===== config.mk =====
export PLATFORM = sky130hd
export DESIGN_NAME = move_entry_display
export DESIGN_NICKNAME = d
export VERILOG_FILES = /design/src/rtl/move_entry_display.sv
export SDC_FILE = /design/constraint.sdc
export NUM_CORES = 1
export LEC_CHECK = 0
export ABC_AREA = 1
export BUFFER_PORTS_ARGS = -buffer_cell sky130_fd_sc_hd__buf_2
export CAP_MARGIN = 25
export CORE_ASPECT_RATIO = 1.2
export CORE_UTILIZATION = 62
export DETAILED_ROUTE_END_ITERATION = 8
export PLACE_DENSITY_LB_ADDON = 0.05
export SETUP_SLACK_MARGIN = 0.4
export SYNTH_ARGS = -nofsm -noshare
export SYNTH_HDL_FRONTEND = slang
export SYNTH_SLANG_ARGS = --single-unit

===== constraint.sdc =====
create_clock -name clk -period 5.7 [get_ports clk]
set_clock_uncertainty 0.15 [all_clocks]
set_input_delay 0.285 -clock clk [delete_from_list [all_inputs] [get_ports clk]]
set_output_delay 0.285 -clock clk [all_outputs]
set_load 0.005 [all_outputs]

===== src/rtl/move_entry_display.sv =====
// PS/2 make-code chess move entry with seven-segment echo; edits land one cycle after the strobe, display one more.
// A completed move is held on move_out until move_ack; all make codes are dropped while it waits.
module move_entry_display #(
  parameter int DIGITS     = 4,
  parameter int BLINK_BITS = 24
) (
  input  logic                  clk,
  input  logic                  rst_n,
  input  logic                  code_valid,
  input  logic [7:0]            code,
  output logic                  move_ready,
  input  logic                  move_ack,
  output logic [4*DIGITS-1:0]   move_out,
  output logic                  entry_err,
  output logic [7*DIGITS-1:0]   seg_out
);

  localparam int         CW         = $clog2(DIGITS + 1);
  localparam logic [6:0] SEG_CURSOR = 7'b1110111;

  typedef enum logic [1:0] {IDLE, BREAK, EXT} filt_t;
  typedef struct packed {
    logic       is_rank;
    logic [2:0] idx;
  } char_t;

  filt_t                  state_q, state_d;
  logic                   make_vld;
  logic [CW-1:0]          count_q;
  char_t [DIGITS-1:0]     buf_q;
  logic [BLINK_BITS-1:0]  blink_q;
  logic [4:0]             dec;
  logic                   is_char;
  char_t                  key;
  logic                   full;
  logic [7*DIGITS-1:0]    seg_d;

  function automatic logic [6:0] glyph(input char_t c);
    logic [6:0] g;
    case ({c.is_rank, c.idx})
      4'h0:    g = 7'b0001000;
      4'h1:    g = 7'b0000011;
      4'h2:    g = 7'b1000110;
      4'h3:    g = 7'b0100001;
      4'h4:    g = 7'b0000110;
      4'h5:    g = 7'b0001110;
      4'h6:    g = 7'b0010000;
      4'h7:    g = 7'b0001001;
      4'h8:    g = 7'b1111001;
      4'h9:    g = 7'b0100100;
      4'hA:    g = 7'b0110000;
      4'hB:    g = 7'b0011001;
      4'hC:    g = 7'b0010010;
      4'hD:    g = 7'b0000010;
      4'hE:    g = 7'b1111000;
      default: g = 7'b0000000;
    endcase
    return g;
  endfunction

  // dec = {is_char, is_rank, idx}
  always_comb begin
    dec = 5'h00;
    case (code)
      8'h1C: dec = 5'h10;
      8'h32: dec = 5'h11;
      8'h21: dec = 5'h12;
      8'h23: dec = 5'h13;
      8'h24: dec = 5'h14;
      8'h2B: dec = 5'h15;
      8'h34: dec = 5'h16;
      8'h33: dec = 5'h17;
      8'h16: dec = 5'h18;
      8'h1E: dec = 5'h19;
      8'h26: dec = 5'h1A;
      8'h25: dec = 5'h1B;
      8'h2E: dec = 5'h1C;
      8'h36: dec = 5'h1D;
      8'h3D: dec = 5'h1E;
      8'h3E: dec = 5'h1F;
      default: dec = 5'h00;
    endcase
  end

  assign is_char = dec[4];
  assign key     = char_t'(dec[3:0]);
  assign full    = (count_q == CW'(DIGITS));

  always_comb begin
    state_d  = state_q;
    make_vld = 1'b0;
    if (code_valid) begin
      case (state_q)
        IDLE: begin
          if (code == 8'hF0)      state_d = BREAK;
          else if (code == 8'hE0) state_d = EXT;
          else                    make_vld = 1'b1;
        end
        BREAK:   state_d = IDLE;
        EXT:     state_d = (code == 8'hF0) ? BREAK : IDLE;
        default: state_d = IDLE;
      endcase
    end
  end

  always_ff @(posedge clk or negedge rst_n) begin
    if (!rst_n) state_q <= IDLE;
    else        state_q <= state_d;
  end

  always_ff @(posedge clk or negedge rst_n) begin
    if (!rst_n) blink_q <= '0;
    else        blink_q <= blink_q + 1'b1;
  end

  always_ff @(posedge clk or negedge rst_n) begin
    if (!rst_n) begin
      count_q    <= '0;
      buf_q      <= '0;
      move_ready <= 1'b0;
      move_out   <= '0;
      entry_err  <= 1'b0;
    end else begin
      entry_err <= 1'b0;
      if (move_ready) begin
        // Locked until acked; a code arriving with the ack is still dropped.
        if (move_ack) begin
          move_ready <= 1'b0;
          count_q    <= '0;
          buf_q      <= '0;
        end
      end else if (make_vld) begin
        if (is_char) begin
          if (!full) begin
            if (key.is_rank == count_q[0]) begin
              for (int i = 0; i < DIGITS; i++)
                if (CW'(i) == count_q) buf_q[i] <= key;
              count_q <= count_q + CW'(1);
            end else begin
              entry_err <= 1'b1;
            end
          end
        end else if (code == 8'h66) begin
          if (count_q != '0) begin
            for (int i = 0; i < DIGITS; i++)
              if (CW'(i) == count_q - CW'(1)) buf_q[i] <= '0;
            count_q <= count_q - CW'(1);
          end
        end else if (code == 8'h76) begin
          count_q <= '0;
          buf_q   <= '0;
        end else if (code == 8'h5A && full) begin
          move_ready <= 1'b1;
          move_out   <= buf_q;
        end
      end
    end
  end

  always_comb begin
    seg_d = '1;
    for (int i = 0; i < DIGITS; i++) begin
      if (CW'(i) < count_q)
        seg_d[7*i +: 7] = glyph(buf_q[i]);
      else if (CW'(i) == count_q && !move_ready && blink_q[BLINK_BITS-1])
        seg_d[7*i +: 7] = SEG_CURSOR;
    end
  end

  always_ff @(posedge clk or negedge rst_n) begin
    if (!rst_n) seg_out <= '1;
    else        seg_out <= seg_d;
  end

endmodule


# [Yosys cells after proc, flatten, opt, wreduce, memory -nomap -nowiden]
# Memory sizes are Yosys's and may differ from the RTL's.
# Cells that the tools add are included.
[totals] regBits=91 inputBits=12 mem_bits_ro=768 output_inout_bits=46 n_memories=5
[mem_list] name="(name not given)" depth=64 width=5 read_ports=1 rd_clocked_by_memory_dff=0 wr=0 line_no="64" text="case (code)"
[mem_list] name="(name not given)" depth=16 width=7 read_ports=1 rd_clocked_by_memory_dff=0 wr=0 line_no="40" text="case ({c.is_rank, c.idx})"
[mem_list] name="(name not given)" depth=16 width=7 read_ports=1 rd_clocked_by_memory_dff=0 wr=0 line_no="40"
[mem_list] name="(name not given)" depth=16 width=7 read_ports=1 rd_clocked_by_memory_dff=0 wr=0 line_no="40"
[mem_list] name="(name not given)" depth=16 width=7 read_ports=1 rd_clocked_by_memory_dff=0 wr=0 line_no="40"
[op_classes] eq_ne=27 mux=55 magnitude_cmp=4 n_bitwise=4 add_sub_neg=3 n_reduce_logical=24
[ops] op="16-bit 2-to-1 mux" n=9
[ops] op="4-bit 2-to-1 mux" n=12
[ops] op="8-bit AND reduction" n=4
[ops] op="7-bit 2-to-1 mux" n=4
[ops] op="3-bit 2-to-1 mux" n=9
[ops] op="24-bit by 1-bit adder with 24-bit output, second input constant" n=1
[ops] op="8-bit by 7-bit equality test with 1-bit output, second input constant" n=3
[ops] op="4-bit by 3-bit inequality test with 1-bit output, second input constant" n=5
[ops] op="1-bit 2-to-1 mux" n=17
[ops] op="8-bit equality test, second input constant" n=2
[ops] op="3-bit by 2-bit inequality test with 1-bit output, second input constant" n=5
[ops] op="2-bit by 3-bit equality test with 1-bit output, first input constant" n=4
[ops] op="6-bit AND reduction" n=2
[ops] op="1-bit logical AND" n=9
[ops] op="1-bit by 3-bit equality test with 1-bit output, first input constant" n=2
[ops] op="3-bit logical NOT" n=2
[ops] op="1-bit by 3-bit less-than comparator with 1-bit output, first input constant" n=2
[ops] op="2-bit by 3-bit less-than comparator with 1-bit output, first input constant" n=2
[ops] op="3-bit inequality test, second input constant" n=2
[ops] op="5-bit 2-to-1 mux" n=1
[ops] op="2-bit logical NOT" n=2
[ops] op="2-bit 2-to-1 mux" n=2
[ops] op="1-bit NOT" n=4
[ops] op="2-bit one-hot mux with 2 select lines" n=1
[ops] op="other kinds (11)" n=11

# [Depth between registers and ports, before layout]
[logic_depth] word_depth=8 ltp_mapped=15 depth_no_buf=14

# [Least setup slack after synthesis]
# OpenSTA, ideal clock, no wires.
[synth_path] path_type="input port to flip-flop" from="in code[0]" to="reg buf_q[7] (netlist name)" n_path_buf=1 stages=14 setup_ns=0.117 setup_slack_ns=3.750 arrival_time_ns=1.683 required_ns=5.433 path_cell_list="inv_1 > ha_1 > nand3_2 > nand2_1 > nor2_1 > nor2_2 > nand3_2 > nand3_2 > nand2_1 > nor2_1 > buf_4 > nand2_2 > nand2_1 > nand2_1"
[synth_between] elab_chain_cells=8 elab_cells_between_ends=26 cone_classes="eq/ne: 10; mux: 12; reduce/logical: 3; memory: 1"
[synth_lines] element="from (decl)" line_no="10" text="input logic [7:0] code,"
[synth_lines] element="memory 64 x 5 bit"
[synth_lines] element="5-bit 2-to-1 mux" line_no="64"
[synth_lines] element="4-bit 2-to-1 mux" line_no="137" text="if (CW'(i) == count_q) buf_q[i] <= key;"
[synth_lines] element="16-bit 2-to-1 mux" line_no="135" text="if (key.is_rank == count_q[0]) begin"
[synth_lines] element="16-bit 2-to-1 mux" line_no="134" text="if (!full) begin"
[synth_lines] element="16-bit 2-to-1 mux" line_no="133" text="if (is_char) begin"
[synth_lines] element="16-bit 2-to-1 mux" line_no="132" text="end else if (make_vld) begin"
[synth_lines] element="16-bit 2-to-1 mux" line_no="125" text="if (move_ready) begin"
[synth_lines] element="to (signal, indexed assignment)" line_no="137"
[synth_lines] element="to (decl)" line_no="30" text="char_t [DIGITS-1:0] buf_q;"
# Several ways; a longest one is shown, not always the timed one. The select of a mux whose other input is x is not followed.
# A chain may end at the register's enable or synchronous reset.

# [Worst setup path after layout]
[layout_path] from="reg count_q[0]" to="reg move_out[4]"
[layout_between] elab_chain_cells=3
[layout_lines] element="from (decl)" line_no="29" text="logic [CW-1:0] count_q;"
[layout_lines] element="from (signal assigned)" line_no="138" text="count_q <= count_q + CW'(1);"
[layout_lines] element="from (signal assigned)" line_no="147" text="count_q <= count_q - CW'(1);"
[layout_lines] element="3-bit equality test" line_no="87" text="assign full = (count_q == CW'(DIGITS));"
[layout_lines] element="1-bit logical AND" line_no="152" text="end else if (code == 8'h5A && full) begin"
[layout_lines] element="6-bit AND reduction (no line)"
[layout_lines] element="to (signal assigned)" line_no="154" text="move_out <= buf_q;"
[layout_lines] element="to (decl)" line_no="13" text="output logic [4*DIGITS-1:0] move_out,"
# Every way passes these cells.

==> summary.txt <==
Status
  – Status: completed

Routing
  – WL final: 10000 um
  – Number of remaining DRC errors: 0
  – Vias: 4114
  – WL met2: between 5000 and 6000 um
  – Post-DRT Antenna Nets: 0
  – Top sig layer: met4
  – Routed wire length per instance: between 10 and 15 um
  – DR iter-0 viols: about 160
  – Via density: 5.49
  – Drt pass-1 iters: 4
  – M1 WL: 4330 um
  – Routed length on met3: between 300 and 400 um

Worst setup path
  – Crit-path cells: inv_1 > ha_1 > nand2_1 > nor2_1 > nand4_1 > nor3_4 > buf_8 > nand2_1 > o21ai_1
  – Slowest CP cell: nor3_4
  – CP delay by family, top: simple AND/OR/NAND/NOR gates
  – Critical path class: reg2reg
  – Crit path arrival time: 2700 ps
  – Startpoint types: register
  – CP endpoint kind: register
  – CP dominant cell by count: nand2_1
  – Worst path depth: 9
  – Worst path bufs/invs: 2
  – CP max stage delay: just over 600 ps
  – Crit path max fanout: 17
  – R2R depth: 9
  – CP required: 5830 ps

Clock network
  – CTS tree: yes
  – Clk slew on worst S/H paths: 90 ps
  – Post_cts resized: 0
  – Max Buffers Root-to-Sink: 2
  – Worst-Skew Late Latency: 360 ps
  – Htree depth: 3
  – Total CTS buffers: 9
  – Root Buffer: clkbuf_8
  – Clock sinks: 91

STA
  – Worst rel slew slack: 0.469
  – Final Critical Period: 2570 ps
  – Peak Freq: ~0.4 GHz
  – Worst-Margin Slew: roughly 800 ps
  – Final hold violation count: 0
  – Pins Over Slew Limit: 0
  – # setup viols final: 0
  – Final TNS setup: 0 ps
  – Crit share post-route: 0.451
  – RSZ-0062 raised after global routing: false

Yosys
  – Sequential fraction of the synthesis area: 0.468
  – Most used DFF post-synth: dfrtp_1
  – Top cells by area, synth: dfrtp_1, dfstp_2, nand2_1
  – Synth async-reset ratio: 1.00
  – Top-area cell type share of the netlist area: 0.319
  – Number of synthesis warnings: 0
  – Area leader, netlist: dfrtp_1
  – Synthesized flop and latch total: between 90 and 100
  – Synth cell types: 36
  – Syn avg cell area: about 8.3 um2
  – Post-Syn Nets: 636
  – Synthesized instance count: 596
  – Netlist Area Pre-Place: between 0.004 and 0.005 mm2
  – EDFF count, synth: 0

Cells and area
  – Ant diodes: 0
  – Final Net Count: 693
  – Share of cells above drive strength 1: 0.188
  – Fillers: around 620
  – Synthesis-to-finish area growth: 12.1%

Power
  – Worst vdd ir: around 0.22 mV
  – Power density over cell area: around 260 mW/mm2
  – Combinational Power Share: 0.175
  – Clock network power share: 0.300
  – Net Switching: 0.000419 W
  – Total power: ~0.0015 W
  – Sequential share of power: 0.525
  – Internal power: 0.00105 W
  – Leakage: between 2 and 3 nW
  – Sw Ratio: 0.286

Flow run
  – Maxcap violations: 0

Min path
  – HP Class: in2reg
  – Hold Path Depth: 3

Floorplan
  – Die width: about 84 um
  – Initial Util: 0.641
  – Die H: roughly 100 um
  – Total die area: between 0.008 and 0.009 mm2
  – Core area: between 0.007 and 0.008 mm2
  – # rows: 35
  – IO Pins: 58

GRT
  – Largest net degree at the start of global routing: 80
  – First-pass GRT wire length: 17000 um
  – GRT overflow: 0
  – GRT Total Usage: 0.255
  – Vias in the first global route: between 3000 and 4000
  – Initial antenna violation count: 0

Place
  – IO buf count: 57
  – HPWL after DPL: about 7400 um
  – GPL Wtd Cong: approximately 0.93
area by class of cell:
cell class              count  area (um2)  share of cell area
repair buffers             63         369              0.0666
flip-flops and latches     91        2310               0.417
clock buffers              10         128              0.0230
well taps                  92         115              0.0208
inverters                  72         270              0.0488
multi-input cells         416        2280               0.411
clock inverters             6        72.6              0.0131
per-stage QoR:
stage	cells	hold WS, ps	area [um2]	utilization	setup slack, ps
3_5_place_dp	731	-19.4	5300	0.687	3080
2_1_floorplan	596	-161	4940	-	3750
6_report	750	117	5540	0.719	3130
4_1_cts	749	104	5520	0.716	3140
3_3_place_gp	729	-22.7	5270	0.684	2790
5_1_grt	750	123	5540	0.719	2980
repair_timing:
item / 4_1_cts / 5_1_grt
hold endpoints to repair: 13 / 0
buffers inserted: 0 / 0
hold buffers: 2 / 0
final timing paths:
kind                                 start  slack [ps]           to
worst min register to register  blink_q[0]         320   blink_q[0]
worst min-delay path               code[4]         120   state_q[0]
worst max register to register  count_q[0]        3130  move_out[4]
min in group asynchronous            rst_n         160   count_q[2]
worst max-delay path            count_q[0]        3130  move_out[4]
max in group asynchronous            rst_n        4490  seg_out[10]
kinds of logic (layout without fill, tap and decap cells):
logic type	after synthesis	count (layout)	synth area share
XOR/XNOR	24	24	0.0425
flip-flops	91	91	0.468
AND/OR/NAND/NOR	282	282	0.252
buffers and inverters	89	151	0.0719
adder cells (fa/ha/maj)	28	28	0.0709
AO/OA/AOI/OAI	82	82	0.0949
synthesized netlist by cell type (2+ instances only):
cell	instances
a31oi_1	6
buf_4	2
nand2_2	5
nand3_2	3
inv_1	69
xor2_1	12
or2_2	2
a21oi_1	19
o22ai_1	2
o21ai_0	21
clkbuf_1	9
nor2_2	3
ha_1	28
dfstp_2	28
o211ai_1	11
o21ai_1	17
xnor2_1	12
buf_2	5
nor2_1	36
nand2_1	147
nand4_1	8
nor3_1	7
inv_2	3
dfrtp_1	63
nand3_1	67
per-layer routing:
metal  vias up  track usage
met4         0        0.119
met5         -            0
met1      1948        0.302
met2        97        0.457
met3        16       0.0411
li1       2053            -
placed cells by master, fill, tap and decap left out, types with 3 or more instances in the layout:
master    count
a21oi_1      19
a31oi_1       6
buf_2        56
clkbuf_8      9
dfrtp_1      63
dfstp_2      28
ha_1         28
inv_1        69
inv_2         3
nand2_1     147
nand2_2       5
nand3_1      67
nand3_2       3
nand4_1       8
nor2_1       36
nor2_2        3
nor3_1        7
o211ai_1     11
o21ai_0      21
o21ai_1      17
xnor2_1      12
xor2_1       12
power by group through the flow:
stage / Clock (W) / Combinational, W / Sequential [W]
after floorplan: 0 / 0.000146 / 0.000781
after global placement: 0 / 0.000249 / 0.000780
after detailed placement: 0 / 0.000252 / 0.000782
after CTS: 0.000452 / 0.000254 / 0.000771
after global routing: 0.000475 / 0.000290 / 0.000777
final: 0.000440 / 0.000256 / 0.000770
flip-flops by register name (all words and copies together), names as in the netlist:
| name | count |
|---|---|
| count_q | 3 |
| move_out | 16 |
| blink_q | 24 |
| move_ready | 1 |
| entry_err | 1 |
| state_q | 2 |
| seg_out | 28 |
| buf_q | 16 |
worst register-to-register path: cells and delay by family (launching register included):
kind	cells	cell delay (ps)
fa+ha+maj	1	210
flops	1	470
compound gates	1	90
simple gates	5	1120
buf+inv	2	480
No activity file was read; power rests on OpenSTA's default activity.
